<file path="src/rtl/bus_arbiter.sv">
// Two-master round-robin bus arbiter (icache = master 0, dcache = master 1).
// Grants one master for a request phase followed by a fixed-length response burst.
module bus_arbiter #(
    parameter int BUS_DATA_WIDTH = 64,
    parameter int BUS_TAG_WIDTH  = 13,
    parameter int RESP_BEATS     = 8
) (
    input  logic                      clk,
    input  logic                      reset,
    input  logic [1:0]                bid,
    output logic [1:0]                grant,
    input  logic [1:0]                m_reqcyc,
    input  logic [BUS_DATA_WIDTH-1:0] m1_req,
    input  logic [BUS_DATA_WIDTH-1:0] m2_req,
    input  logic [BUS_TAG_WIDTH-1:0]  m1_reqtag,
    input  logic [BUS_TAG_WIDTH-1:0]  m2_reqtag,
    output logic [1:0]                m_reqack,
    output logic [1:0]                m_respcyc,
    input  logic [1:0]                m_respack,
    output logic                      bus_reqcyc,
    output logic [BUS_DATA_WIDTH-1:0] bus_req,
    output logic [BUS_TAG_WIDTH-1:0]  bus_reqtag,
    output logic                      bus_respack,
    input  logic                      bus_reqack,
    input  logic                      bus_respcyc
);

    localparam int CW = $clog2(RESP_BEATS) + 1;
    localparam logic [CW-1:0] LAST_BEAT = CW'(RESP_BEATS - 1);

    typedef enum logic [1:0] {
        IDLE,
        REQ,
        RESP
    } state_t;

    state_t        state_q, state_d;
    logic [1:0]    grant_q, grant_d;
    logic          last_q, last_d;
    logic [1:0]    hs_q, hs_d;
    logic [CW-1:0] beat_q, beat_d;

    logic [1:0] pick;
    logic       g_bid;
    logic       g_reqcyc;
    logic       g_respack;
    logic       hs_now;
    logic       beat_now;

    assign g_bid     = |(bid & grant_q);
    assign g_reqcyc  = |(m_reqcyc & grant_q);
    assign g_respack = |(m_respack & grant_q);
    assign hs_now    = g_reqcyc & bus_reqack;
    assign beat_now  = bus_respcyc & g_respack;

    always_ff @(posedge clk or negedge reset) begin
        if (!reset) begin
            state_q <= IDLE;
            grant_q <= 2'b00;
            last_q  <= 1'b1;
            hs_q    <= 2'b00;
            beat_q  <= '0;
        end else begin
            state_q <= state_d;
            grant_q <= grant_d;
            last_q  <= last_d;
            hs_q    <= hs_d;
            beat_q  <= beat_d;
        end
    end

    always_comb begin
        state_d = state_q;
        grant_d = grant_q;
        last_d  = last_q;
        hs_d    = hs_q;
        beat_d  = beat_q;
        pick    = 2'b00;
        unique case (state_q)
            IDLE: begin
                hs_d   = 2'b00;
                beat_d = '0;
                if (bid == 2'b11) begin
                    pick = last_q ? 2'b01 : 2'b10;
                end else begin
                    pick = bid;
                end
                if (|bid) begin
                    state_d = REQ;
                    grant_d = pick;
                    last_d  = pick[1];
                end
            end
            REQ: begin
                if (hs_now && hs_q != 2'b11) begin
                    hs_d = hs_q + 2'b01;
                end
                // Abort only if nothing has been handed to the bus yet
                if (!g_bid && hs_q == 2'b00 && !hs_now) begin
                    state_d = IDLE;
                    grant_d = 2'b00;
                end else if (!g_reqcyc && hs_q != 2'b00) begin
                    state_d = RESP;
                    beat_d  = '0;
                end
            end
            RESP: begin
                if (beat_now) begin
                    if (beat_q == LAST_BEAT) begin
                        state_d = IDLE;
                        grant_d = 2'b00;
                        beat_d  = '0;
                    end else begin
                        beat_d = beat_q + 1'b1;
                    end
                end
            end
            default: begin
                state_d = IDLE;
                grant_d = 2'b00;
            end
        endcase
    end

    // Muxes key off grant_q, which is zero in IDLE and clears asynchronously on reset
    assign grant       = grant_q;
    assign bus_reqcyc  = g_reqcyc;
    assign bus_respack = g_respack;
    assign bus_req     = ({BUS_DATA_WIDTH{grant_q[0]}} & m1_req)
                       | ({BUS_DATA_WIDTH{grant_q[1]}} & m2_req);
    assign bus_reqtag  = ({BUS_TAG_WIDTH{grant_q[0]}} & m1_reqtag)
                       | ({BUS_TAG_WIDTH{grant_q[1]}} & m2_reqtag);
    assign m_reqack    = grant_q & {2{bus_reqack}};
    assign m_respcyc   = grant_q & {2{bus_respcyc}};

endmodule
</file>
<file path="config.mk">
export PLATFORM = sky130hd
export DESIGN_NAME = bus_arbiter
export DESIGN_NICKNAME = d
export VERILOG_FILES = /design/src/rtl/bus_arbiter.sv
export SDC_FILE = /design/constraint.sdc
export NUM_CORES = 1
export LEC_CHECK = 0
export ABC_AREA = 0
export CORE_AREA = 3 3 96 98
export CTS_CLUSTER_DIAMETER = 100
export CTS_CLUSTER_SIZE = 30
export DETAILED_ROUTE_END_ITERATION = 7
export DIE_AREA = 0 0 99 101
export PLACE_DENSITY_LB_ADDON = 0.08
export SYNTH_ARGS = -nofsm -noshare
export SYNTH_HDL_FRONTEND = slang
export SYNTH_SLANG_ARGS = --single-unit
</file>
<file path="constraint.sdc">
create_clock -name clk -period 2.22 [get_ports clk]
set_input_delay 0.444 -clock clk [delete_from_list [all_inputs] [get_ports clk]]
set_output_delay 0.444 -clock clk [all_outputs]
set_load 0.05 [all_outputs]
</file>
==> results_tabular.tex, run 1 <==
\begin{tabular}{lr}
\hline
Metric & Value \\
\hline
\multicolumn{2}{l}{\textbf{Logic synthesis}} \\
Most frequent cell after synthesis & sky130\_fd\_sc\_hd\_\_a22o\_1 \\
Synth Area per Inst & 8.62 µm² \\
Arithmetic-cell share of the synthesized area counting full adders, half adders and majority gates & 2.59\% \\
Syn. warnings & 0 \\
Yosys cell types & 33 \\
Compound-gate portion of the synthesized area & 60.5\% \\
Async SR Flop Fraction & 100\% \\
Simple-gate share of the synthesized area & 9.41\% \\
Mapped Cells & 168 \\
Number of enable-type register cells in the synthesized netlist & 0 \\
Synthesized-area fraction occupied by xor and xnor cells & 0\% \\
Leading post-synthesis cells by instance count & sky130\_fd\_sc\_hd\_\_a22o\_1, sky130\_fd\_sc\_hd\_\_dfrtp\_1, sky130\_fd\_sc\_hd\_\_clkbuf\_1 \\
Number of nets in the synthesized netlist & 335 \\
Area share of the largest cell type after synthesis & 48.4\% \\
Primary FF master, synth & sky130\_fd\_sc\_hd\_\_dfrtp\_1 \\
Sequential area share after synthesis & 19.1\% \\
Fraction of synthesized area in multiplexers & 1.47\% \\
Main area contributors after synthesis & sky130\_fd\_sc\_hd\_\_a22o\_1, sky130\_fd\_sc\_hd\_\_dfrtp\_1, sky130\_fd\_sc\_hd\_\_ha\_1 \\
Register bit total from synthesis & 11 \\
Leading area contributor after synthesis & sky130\_fd\_sc\_hd\_\_a22o\_1 \\
Dominant combinational cell family by area after synthesis & compound AO/OA/AOI/OAI gates \\
Netlist area before placement & 1450 µm² \\
\multicolumn{2}{l}{\textbf{Timing}} \\
Tcrit/Tclk final & 95.3\% \\
Post-Route Hold Slack & 514 ps \\
Worst-case setup margin in the final layout & 104 ps \\
Period minus WS final & 2120 ps \\
Setup clock skew after layout & 2.21 ps \\
Worst relative slew slack & 56.6\% \\
Slew Limit Fails & 0 \\
Final hold violation count & 0 \\
Final count of negative-setup-slack endpoints & 0 \\
Setup repair after global routing missed its margin & false \\
Final TNS setup & 0 ps \\
Worst-Margin Slew & 651 ps \\
Upper clock frequency limit & 473 MHz \\
\multicolumn{2}{l}{\textbf{Worst setup path}} \\
Critical path destination & bus\_req[57] \\
Signal arrival time at the worst endpoint & 1670 ps \\
Worst Path Max Fanout & 31 \\
Slack of the worst reg-to-reg path & 410 ps \\
Setup crit start kind & register \\
Slowest stage cell, crit path & sky130\_fd\_sc\_hd\_\_dfrtp\_2 \\
Worst setup startpoint & grant[1] \\
Most repeated library cell on the critical path & sky130\_fd\_sc\_hd\_\_buf\_12 \\
R2R depth & 4 \\
Critical Path End Type & primary output \\
Crit path kind & reg -> out \\
Stage delay of the slowest cell on the critical path & 780 ps \\
Capture point of the worst reg-to-reg path & grant[1] \\
Worst endpoint required time & 1780 ps \\
Crit Reg-Reg Startpoint & grant[1] \\
Cell chain of the critical path & buf\_12, a22o\_1, buf\_12 \\
\multicolumn{2}{l}{\textbf{Floorplanning}} \\
FP Rows & 34 \\
Height of the chip & 101 µm \\
Floorplan core area & 8550 µm² \\
Width of the chip & 99 µm \\
Area of the die & 10000 µm² \\
Count of boundary I/O pins & 249 \\
Initial cell density of the core & 16.9\% \\
\multicolumn{2}{l}{\textbf{Finish}} \\
Count of antenna diodes in the layout & 0 \\
Utilization of the core after routing & 58.3\% \\
Number of filler instances in the final layout & 701 \\
Filler-free cell count of the finished design & 515 \\
Net count reported at finish & 575 \\
Share of final-layout standard cells stronger than drive strength 1 & 25.1\% \\
Area added between synthesis and finish & 244\% \\
Final design instance area without fill & 4990 µm² \\
\multicolumn{2}{l}{\textbf{Placement}} \\
Global placer's final weighted congestion & 0.827 \\
Placed Cells incl. Taps & 511 \\
Hpwl dp & 9410 µm \\
Pre-CTS setup slack & 224 ps \\
Buffers on Ports & 248 \\
Cell area reported after detailed placement & 4940 µm² \\
\multicolumn{2}{l}{\textbf{Clocking}} \\
Count of instances resized after the clock tree is built & 0 \\
Maximum number of buffers from clock root to sink & 2 \\
CTS tree & done \\
Number of buffers inserted during clock tree synthesis & 3 \\
CTS clock-pin slew for the worst setup and hold paths & 50 ps \\
Clock net sink count & 11 \\
Clock root buffer master & sky130\_fd\_sc\_hd\_\_clkbuf\_8 \\
Clock insertion delay at the later pin of the skew report & 240 ps \\
Post-CTS setup buffer count & 0 \\
H-tree levels & 1 \\
Total of hold buffers inserted after clock tree synthesis & 0 \\
\multicolumn{2}{l}{\textbf{Global routing}} \\
Pin count of the biggest net entering global routing & 32 \\
Global router's overall resource usage & 19.6\% \\
Overflow after GRT & 0 \\
First-pass GRT wire length & 15,100 µm \\
Number of global-route vias before repair & 2,403 \\
Number of antenna violations at the first check in global routing & 3 \\
\multicolumn{2}{l}{\textbf{Hold path}} \\
Hold Crit Class & reg -> reg \\
Worst hold path startpoint & beat\_q[1] \\
\multicolumn{2}{l}{\textbf{Detailed routing}} \\
Count of unresolved DRC violations after routing & 0 \\
Number of DRC violations after detailed-routing iteration 0 & 40 \\
Detailed Routing Iterations Pass 1 & 4 \\
Number of routed nets with antenna violations & 0 \\
Vias after detailed routing & 2,463 \\
Vias per cell & 4.78 \\
Post-detailed-route wirelength per cell & 21.0 µm \\
Total Routed Length & 10,800 µm \\
\multicolumn{2}{l}{\textbf{Outcome}} \\
Outcome & complete, no violations \\
\multicolumn{2}{l}{\textbf{Power and ir drop}} \\
Post-layout total power & 6.82 mW \\
Pwr per Cell Area & 1370 nW/µm² \\
Pleak & 2.05 nW \\
Maximum vdd ir drop & 0.754 mV \\
\multicolumn{2}{l}{\textbf{Flow run}} \\
Max-cap violation count & 0 \\
\hline
\end{tabular}
[metal layers]
layer | vias up | wire length, µm | GRT usage, %
li1 | 1170 | - | -
met5 | - | 46 | 0
met4 | 6 | 111 | 2.52
met3 | 12 | 1050 | 7.47
met1 | 1141 | 4230 | 24.2
met2 | 134 | 5370 | 33.2
[flip-flops by register name, summed over array words and instances, names as in the netlist]
name     count
state_q      2
grant        2
beat_q       4
hs_q         2
last_q       1
[worst min path at each step]
| stage | to | cells past startpoint |
|---|---|---|
| after global routing | hs_q[1] | 1 |
| after CTS | beat_q[1] | 1 |
| after global placement | beat_q[1] | 1 |
| after floorplan | beat_q[0] | 0 |
| after detailed placement | beat_q[1] | 1 |
| final | beat_q[1] | 1 |
[cells in the final DEF, fill, tap and decap left out, drive strengths merged]
cell           instances
nand2b                 1
clkbuf                 4
inv                    7
a221o                  1
nand3                  3
nand3b                 1
buf                   91
ha                     3
nor4b                  1
and3b                  1
mux2                   1
nor2                   5
dfstp                  1
a311oi                 1
o22ai                  1
o31ai                  2
mux2i                  1
a32oi                  1
a31oi                  1
clkdlybuf4s50        163
a21bo                  2
and3                   2
dfrtp                 10
o221ai                 2
and2                   5
nand4                  2
a21oi                  2
nand2                  4
a22o                  81
o21ai                  7
[critical path, delay by kind of cell (launching register included)]
family / cells / cell delay [ps]
flip-flops: 1 / 780
buffers and inverters: 2 / 430
AO/OA/AOI/OAI: 1 / 220
[logic make-up (layout without fill, tap and decap cells)]
kind of cell / after synthesis / after routing
AOI/OAI and AO/OA: 101 / 101
adders and majority gates: 3 / 3
buffers and inverters: 26 / 265
DFF: 11 / 11
muxes: 2 / 2
and+or+nand+nor: 25 / 25
[report_power, final]
| part | total (mW) | internal [mW] | switching (mW) |
|---|---|---|---|
| clock | 0.203 | 0.126 | 0.0764 |
| sequential | 0.450 | 0.259 | 0.191 |
| combinational | 6.17 | 2.96 | 3.21 |
[cell type report]
class | instances | area, µm² | share of cell area [%]
tap | 108 | 135 | 2.71
clock buffer | 4 | 45.0 | 0.903
inverter | 7 | 26.3 | 0.527
timing repair buffer | 254 | 3430 | 68.8
multi-input combinational | 131 | 1070 | 21.5
sequential | 11 | 279 | 5.60
Power figures use the tool's default switching activity.
==> inputs of run 2 (changes only) <==
Settings changed: ABC_AREA 0 to 1, CORE_AREA 3 3 96 98 to 3 3 97 99, DIE_AREA 0 0 99 101 to 0 0 100 102.
==> run 2 against run 1 <==
Critical path type unchanged. Clock skew increased by 1.1 ps. Worst setup slack improved by 120 ps. Largest cell class unchanged. Hold slack got worse by 9.0 ps. Highest routed layer is now met4.
==> results_tabular.tex, run 2 <==
\begin{tabular}{lr}
\hline
Metric & Value \\
\hline
\multicolumn{2}{l}{\textbf{Finish}} \\
Flip-flop and latch area & 279 µm² \\
Number of filler instances in the final layout & 719 \\
Most common cell after layout, fill and taps aside & sky130\_fd\_sc\_hd\_\_clkdlybuf4s50\_1 \\
Area of combinational cells with multiple inputs & 1030 µm² \\
Count of antenna diodes in the layout & 0 \\
Share of final-layout standard cells stronger than drive strength 1 & 24.9\% \\
Max FFs per register & 4 \\
Commonest cells after routing, fill and taps aside & sky130\_fd\_sc\_hd\_\_clkdlybuf4s50\_1, sky130\_fd\_sc\_hd\_\_buf\_12, sky130\_fd\_sc\_hd\_\_a22o\_1 \\
Utilization of the core after routing & 57.9\% \\
Register ranked first by flip-flop count & beat\_q \\
Net count reported at finish & 605 \\
Area added between synthesis and finish & 238\% \\
\multicolumn{2}{l}{\textbf{Logic synthesis}} \\
Yosys cell types & 22 \\
Netlist area before placement & 1480 µm² \\
Leading area contributor after synthesis & sky130\_fd\_sc\_hd\_\_a22o\_1 \\
Number of enable-type register cells in the synthesized netlist & 0 \\
Syn. warnings & 0 \\
Synth Area per Inst & 7.57 µm² \\
Leading post-synthesis cells by instance count & sky130\_fd\_sc\_hd\_\_a22o\_1, sky130\_fd\_sc\_hd\_\_nand2\_1, sky130\_fd\_sc\_hd\_\_inv\_1 \\
Async SR Flop Fraction & 100\% \\
Primary FF master, synth & sky130\_fd\_sc\_hd\_\_dfrtp\_1 \\
Most frequent cell after synthesis & sky130\_fd\_sc\_hd\_\_a22o\_1 \\
Sequential area share after synthesis & 18.7\% \\
Number of nets in the synthesized netlist & 362 \\
Register bit total from synthesis & 11 \\
Mapped Cells & 195 \\
Main area contributors after synthesis & sky130\_fd\_sc\_hd\_\_a22o\_1, sky130\_fd\_sc\_hd\_\_dfrtp\_1, sky130\_fd\_sc\_hd\_\_nand2\_1 \\
Area share of the largest cell type after synthesis & 45.7\% \\
\multicolumn{2}{l}{\textbf{Clocking}} \\
Number of buffers inserted during clock tree synthesis & 3 \\
Maximum number of buffers from clock root to sink & 2 \\
Clock root buffer master & sky130\_fd\_sc\_hd\_\_clkbuf\_8 \\
Clock insertion delay at the later pin of the skew report & 240 ps \\
CTS tree & done \\
Clock net sink count & 11 \\
Count of instances resized after the clock tree is built & 0 \\
Total of hold buffers inserted after clock tree synthesis & 0 \\
Post-CTS setup buffer count & 0 \\
CTS clock-pin slew for the worst setup and hold paths & 50 ps \\
H-tree levels & 1 \\
\multicolumn{2}{l}{\textbf{Hold path}} \\
Capture endpoint of the worst hold path & last\_q \\
Cell depth of the worst hold path & 2 \\
Worst hold path startpoint & last\_q \\
Hold Crit Class & reg -> reg \\
\multicolumn{2}{l}{\textbf{Timing}} \\
Setup repair after global routing missed its margin & false \\
Setup clock skew after layout & 3.28 ps \\
Tcrit/Tclk final & 90.0\% \\
Slew Limit Fails & 0 \\
Worst-Margin Slew & 525 ps \\
Final TNS setup & 0 ps \\
Final count of negative-setup-slack endpoints & 0 \\
Period minus WS final & 2000 ps \\
Upper clock frequency limit & 500 MHz \\
Final hold violation count & 0 \\
Worst relative slew slack & 64.9\% \\
\multicolumn{2}{l}{\textbf{Placement}} \\
Buffers on Ports & 248 \\
Hpwl dp & 9520 µm \\
Global placer's final weighted congestion & 0.818 \\
\multicolumn{2}{l}{\textbf{Worst setup path}} \\
Worst setup startpoint & grant[0] \\
Delay-heaviest family, CP & flip-flops \\
Stage delay of the slowest cell on the critical path & 670 ps \\
Worst Path Max Fanout & 20 \\
Slowest stage cell, crit path & sky130\_fd\_sc\_hd\_\_dfrtp\_2 \\
Cell chain of the critical path & buf\_4, a22o\_1, buf\_12 \\
Crit path kind & reg -> out \\
Buffering stage count on the worst path with inverters included & 2 \\
Capture point of the worst reg-to-reg path & grant[0] \\
Signal arrival time at the worst endpoint & 1560 ps \\
Critical Path End Type & primary output \\
Worst endpoint required time & 1780 ps \\
Slack of the worst reg-to-reg path & 540 ps \\
Crit Reg-Reg Startpoint & grant[1] \\
Setup crit start kind & register \\
R2R depth & 10 \\
\multicolumn{2}{l}{\textbf{Global routing}} \\
First-pass GRT wire length & 15,600 µm \\
Number of global-route vias before repair & 2,418 \\
Global router's overall resource usage & 20.0\% \\
Pin count of the biggest net entering global routing & 28 \\
Overflow after GRT & 0 \\
Number of antenna violations at the first check in global routing & 0 \\
\multicolumn{2}{l}{\textbf{Detailed routing}} \\
Detailed Routing Iterations Pass 1 & 4 \\
Post-detailed-route wirelength per cell & 20.4 µm \\
Total Routed Length & 11,100 µm \\
Count of unresolved DRC violations after routing & 0 \\
Number of DRC violations after detailed-routing iteration 0 & 55 \\
Vias after detailed routing & 2,520 \\
Number of routed nets with antenna violations & 0 \\
Vias per cell & 4.62 \\
\multicolumn{2}{l}{\textbf{Outcome}} \\
Outcome & complete, no violations \\
\multicolumn{2}{l}{\textbf{Power and ir drop}} \\
Pwr per Cell Area & 1350 nW/µm² \\
Maximum vdd ir drop & 0.672 mV \\
Pleak & 2.13 nW \\
\multicolumn{2}{l}{\textbf{Flow run}} \\
Max-cap violation count & 0 \\
\multicolumn{2}{l}{\textbf{Floorplanning}} \\
Floorplan core area & 8640 µm² \\
Width of the chip & 100 µm \\
Count of boundary I/O pins & 249 \\
Height of the chip & 102 µm \\
FP Rows & 34 \\
Initial cell density of the core & 17.1\% \\
Area of the die & 10,200 µm² \\
\hline
\end{tabular}
run 2: cell count changes after synthesis, sizes merged, moves of 2 or more:
cell,previous run,this run
o221ai,2,0
nand3,3,9
o211ai,0,2
a21bo,2,0
a22o,81,77
o21ai,7,9
nand2,4,31
nor2,5,7
buf,10,17
clkbuf,9,1
and3,2,0
o31ai,2,0
and2,5,0
inv,7,21
run 2: metal layers:
layer | vias to the layer above | share of wire (%) | wire length [µm] | global-route usage [%]
met5 | - | 0 | 0 | 0
met4 | 0 | 1.6 | 182 | 4.46
met3 | 12 | 7.4 | 821 | 4.44
met2 | 104 | 51 | 5680 | 35.1
met1 | 1186 | 40 | 4410 | 25.1
li1 | 1218 | - | - | -
run 2: worst register-to-register path, delay by kind of cell, from the launching register on:
kind | cells | cell delay (ps)
buf+inv | 2 | 280
flops | 1 | 650
simple gates | 8 | 630
run 2: how the worst max path moves through the flow:
stage | slack (ps) | cells after the start | to
6_report | 220 | 3 | bus_req[61]
3_3_place_gp | 430 | 4 | m_reqack[1]
5_1_grt | 150 | 3 | bus_req[61]
3_5_place_dp | 410 | 4 | m_reqack[0]
4_1_cts | 210 | 3 | bus_req[61]
2_1_floorplan | 180 | 3 | bus_req[55]
run 2: layout make-up:
type	instances	share of cell area (%)
repair buffers	256	68.7
clock buffers	4	0.902
well taps	108	2.70
inverters	21	1.58
flip-flops and latches	11	5.58
multi-input cells	145	20.6
run 2: kinds of logic after synthesis:
group	synth area share, %
compound gates	51.4
fa+ha+maj	2.54
buf+inv	11.7
flops	18.7
simple gates	15.7
run 2: per-stage QoR:
stage	setup slack (ps)	power [mW]	std cells	area (µm²)	hold slack, ps
detailed placement	405	6.60	541	4950	498
global route	151	7.00	545	5000	523
floorplan	178	3.39	195	1480	148
finish	221	6.77	545	5000	505
CTS	205	6.82	545	5000	504
global placement	430	6.58	541	4950	485
run 2: power breakdown:
group,internal (mW),switching (mW)
registers,0.258,0.151
clock network,0.126,0.0796
logic,2.91,3.24
==> inputs of run 3 (changes only) <==
Settings changed: CORE_AREA 3 3 97 99 to 2 2 96 98, DIE_AREA 0 0 100 102 to 0 0 98 100.
==> run 3 against run 2 <==
Sequential cell count unchanged. Sequential power decreased by 15%. Non-clock buffer count decreased by 4. Count of clock-buffer cells in the layout unchanged. Critical path depth unchanged. Clock power increased by 2%. Worst setup slack got worse by 6.7 ps. Cell count decreased by 0.18%. Global-route usage increased by 0.37 points. Routed wire length decreased by 5.6%.
==> results_tabular.tex, run 3 (synthesis results as in run 2) <==
\begin{tabular}{lr}
\hline
Metric & Value \\
\hline
\multicolumn{2}{l}{\textbf{Outcome}} \\
Outcome & complete, no violations \\
\multicolumn{2}{l}{\textbf{Global routing}} \\
Overflow after GRT & 0 \\
Number of global-route vias before repair & 2,395 \\
Global router's overall resource usage & 20.3\% \\
Number of antenna violations at the first check in global routing & 0 \\
First-pass GRT wire length & 15,500 µm \\
Pin count of the biggest net entering global routing & 82 \\
\multicolumn{2}{l}{\textbf{Timing}} \\
Worst relative slew slack & 64.5\% \\
Setup repair after global routing missed its margin & false \\
Upper clock frequency limit & 499 MHz \\
Period minus WS final & 2010 ps \\
Post-Route Hold Slack & 516 ps \\
Final hold violation count & 0 \\
Final count of negative-setup-slack endpoints & 0 \\
Tcrit/Tclk final & 90.3\% \\
Worst-case setup margin in the final layout & 214 ps \\
Slew Limit Fails & 0 \\
Final TNS setup & 0 ps \\
Setup clock skew after layout & 0.786 ps \\
Worst-Margin Slew & 531 ps \\
\multicolumn{2}{l}{\textbf{Clocking}} \\
Clock insertion delay at the later pin of the skew report & 240 ps \\
Maximum number of buffers from clock root to sink & 2 \\
CTS clock-pin slew for the worst setup and hold paths & 50 ps \\
Total of hold buffers inserted after clock tree synthesis & 0 \\
Count of instances resized after the clock tree is built & 0 \\
H-tree levels & 1 \\
Clock net sink count & 11 \\
Clock root buffer master & sky130\_fd\_sc\_hd\_\_clkbuf\_8 \\
Post-CTS setup buffer count & 0 \\
CTS tree & done \\
Number of buffers inserted during clock tree synthesis & 3 \\
\multicolumn{2}{l}{\textbf{Detailed routing}} \\
Vias after detailed routing & 2,502 \\
Post-detailed-route wirelength per cell & 19.2 µm \\
Count of unresolved DRC violations after routing & 0 \\
Total Routed Length & 10,500 µm \\
Number of routed nets with antenna violations & 0 \\
Number of DRC violations after detailed-routing iteration 0 & 83 \\
Detailed Routing Iterations Pass 1 & 4 \\
Vias per cell & 4.60 \\
\multicolumn{2}{l}{\textbf{Flow run}} \\
Max-cap violation count & 0 \\
\multicolumn{2}{l}{\textbf{Worst setup path}} \\
Capture point of the worst reg-to-reg path & grant[0] \\
Slack of the worst reg-to-reg path & 550 ps \\
Worst Path Max Fanout & 26 \\
Critical Path End Type & primary output \\
R2R depth & 10 \\
Worst endpoint required time & 1780 ps \\
Crit Reg-Reg Startpoint & grant[1] \\
Setup crit start kind & register \\
Crit path kind & reg -> out \\
Signal arrival time at the worst endpoint & 1560 ps \\
\multicolumn{2}{l}{\textbf{Finish}} \\
Share of final-layout standard cells stronger than drive strength 1 & 24.2\% \\
Most common cell after layout, fill and taps aside & sky130\_fd\_sc\_hd\_\_clkdlybuf4s50\_1 \\
Utilization of the core after routing & 55.8\% \\
Area added between synthesis and finish & 236\% \\
Max FFs per register & 4 \\
Final design instance area without fill & 4960 µm² \\
Register ranked first by flip-flop count & beat\_q \\
Commonest cells after routing, fill and taps aside & sky130\_fd\_sc\_hd\_\_clkdlybuf4s50\_1, sky130\_fd\_sc\_hd\_\_buf\_12, sky130\_fd\_sc\_hd\_\_a22o\_1 \\
Net count reported at finish & 601 \\
Count of antenna diodes in the layout & 0 \\
\multicolumn{2}{l}{\textbf{Placement}} \\
Cell area reported after detailed placement & 4910 µm² \\
Global placer's final weighted congestion & 0.881 \\
Buffers on Ports & 248 \\
Hpwl dp & 8810 µm \\
Pre-CTS setup slack & 409 ps \\
\multicolumn{2}{l}{\textbf{Floorplanning}} \\
Initial cell density of the core & 16.6\% \\
FP Rows & 35 \\
Count of boundary I/O pins & 249 \\
Height of the chip & 100 µm \\
Width of the chip & 98 µm \\
Floorplan core area & 8890 µm² \\
Area of the die & 9800 µm² \\
\multicolumn{2}{l}{\textbf{Hold path}} \\
Cell depth of the worst hold path & 2 \\
Capture endpoint of the worst hold path & last\_q \\
Hold Crit Class & reg -> reg \\
Worst hold path startpoint & last\_q \\
\multicolumn{2}{l}{\textbf{Power and ir drop}} \\
Maximum vdd ir drop & 0.648 mV \\
Pwr per Cell Area & 1360 nW/µm² \\
Pleak & 2.11 nW \\
\hline
\end{tabular}
-- run 3: cell count changes in the layout (fill, tap and decap cells not counted), sizes merged --
cell,change
buf,-4
-- run 3: how the worst max path moves through the flow --
stage	endpoint	slack, ps	from	depth (start not counted)
floorplan	bus_req[55]	180	grant[0]	3
global placement	m_reqack[1]	420	bus_reqack	4
detailed placement	m_reqack[1]	410	bus_reqack	4
CTS	bus_req[33]	210	grant[0]	3
global route	bus_req[33]	130	grant[0]	3
finish	bus_req[33]	210	grant[0]	3
-- run 3: cell type report --
class                           count  area (µm²)
Multi-Input combinational cell    145        1030
Tap cell                          111         139
Clock buffer                        4        45.0
Sequential cell                    11         279
Fill cell                         764        3930
Timing Repair Buffer              252        3390
Inverter                           21        78.8
-- run 3: per-stage QoR --
stage                     total power [mW]  cells
after floorplan                       3.39    195
after global placement                6.51    540
after detailed placement              6.53    540
after CTS                             6.75    544
after global routing                  6.96    544
final                                 6.72    544
-- run 3: layer usage --
layer / vias up / wire (µm) / global-route usage [%]
met4: 0 / 208 / 5.02
li1: 1213 / - / -
met5: - / 0 / 0
met3: 14 / 766 / 5.01
met2: 98 / 5290 / 34.9
met1: 1177 / 4210 / 25.7
-- run 3: worst max-delay path: stages, from the launching register on --
cell and delay [ps]:
sky130_fd_sc_hd__dfrtp_2 550, sky130_fd_sc_hd__buf_4 370, sky130_fd_sc_hd__a22o_1 240, sky130_fd_sc_hd__buf_12 150
-- run 3: power by group --
group          internal (mW)  total [mW]  switching, mW
Clock                  0.127       0.211         0.0841
Combinational           2.85        6.16           3.31
Sequential             0.259       0.347         0.0881
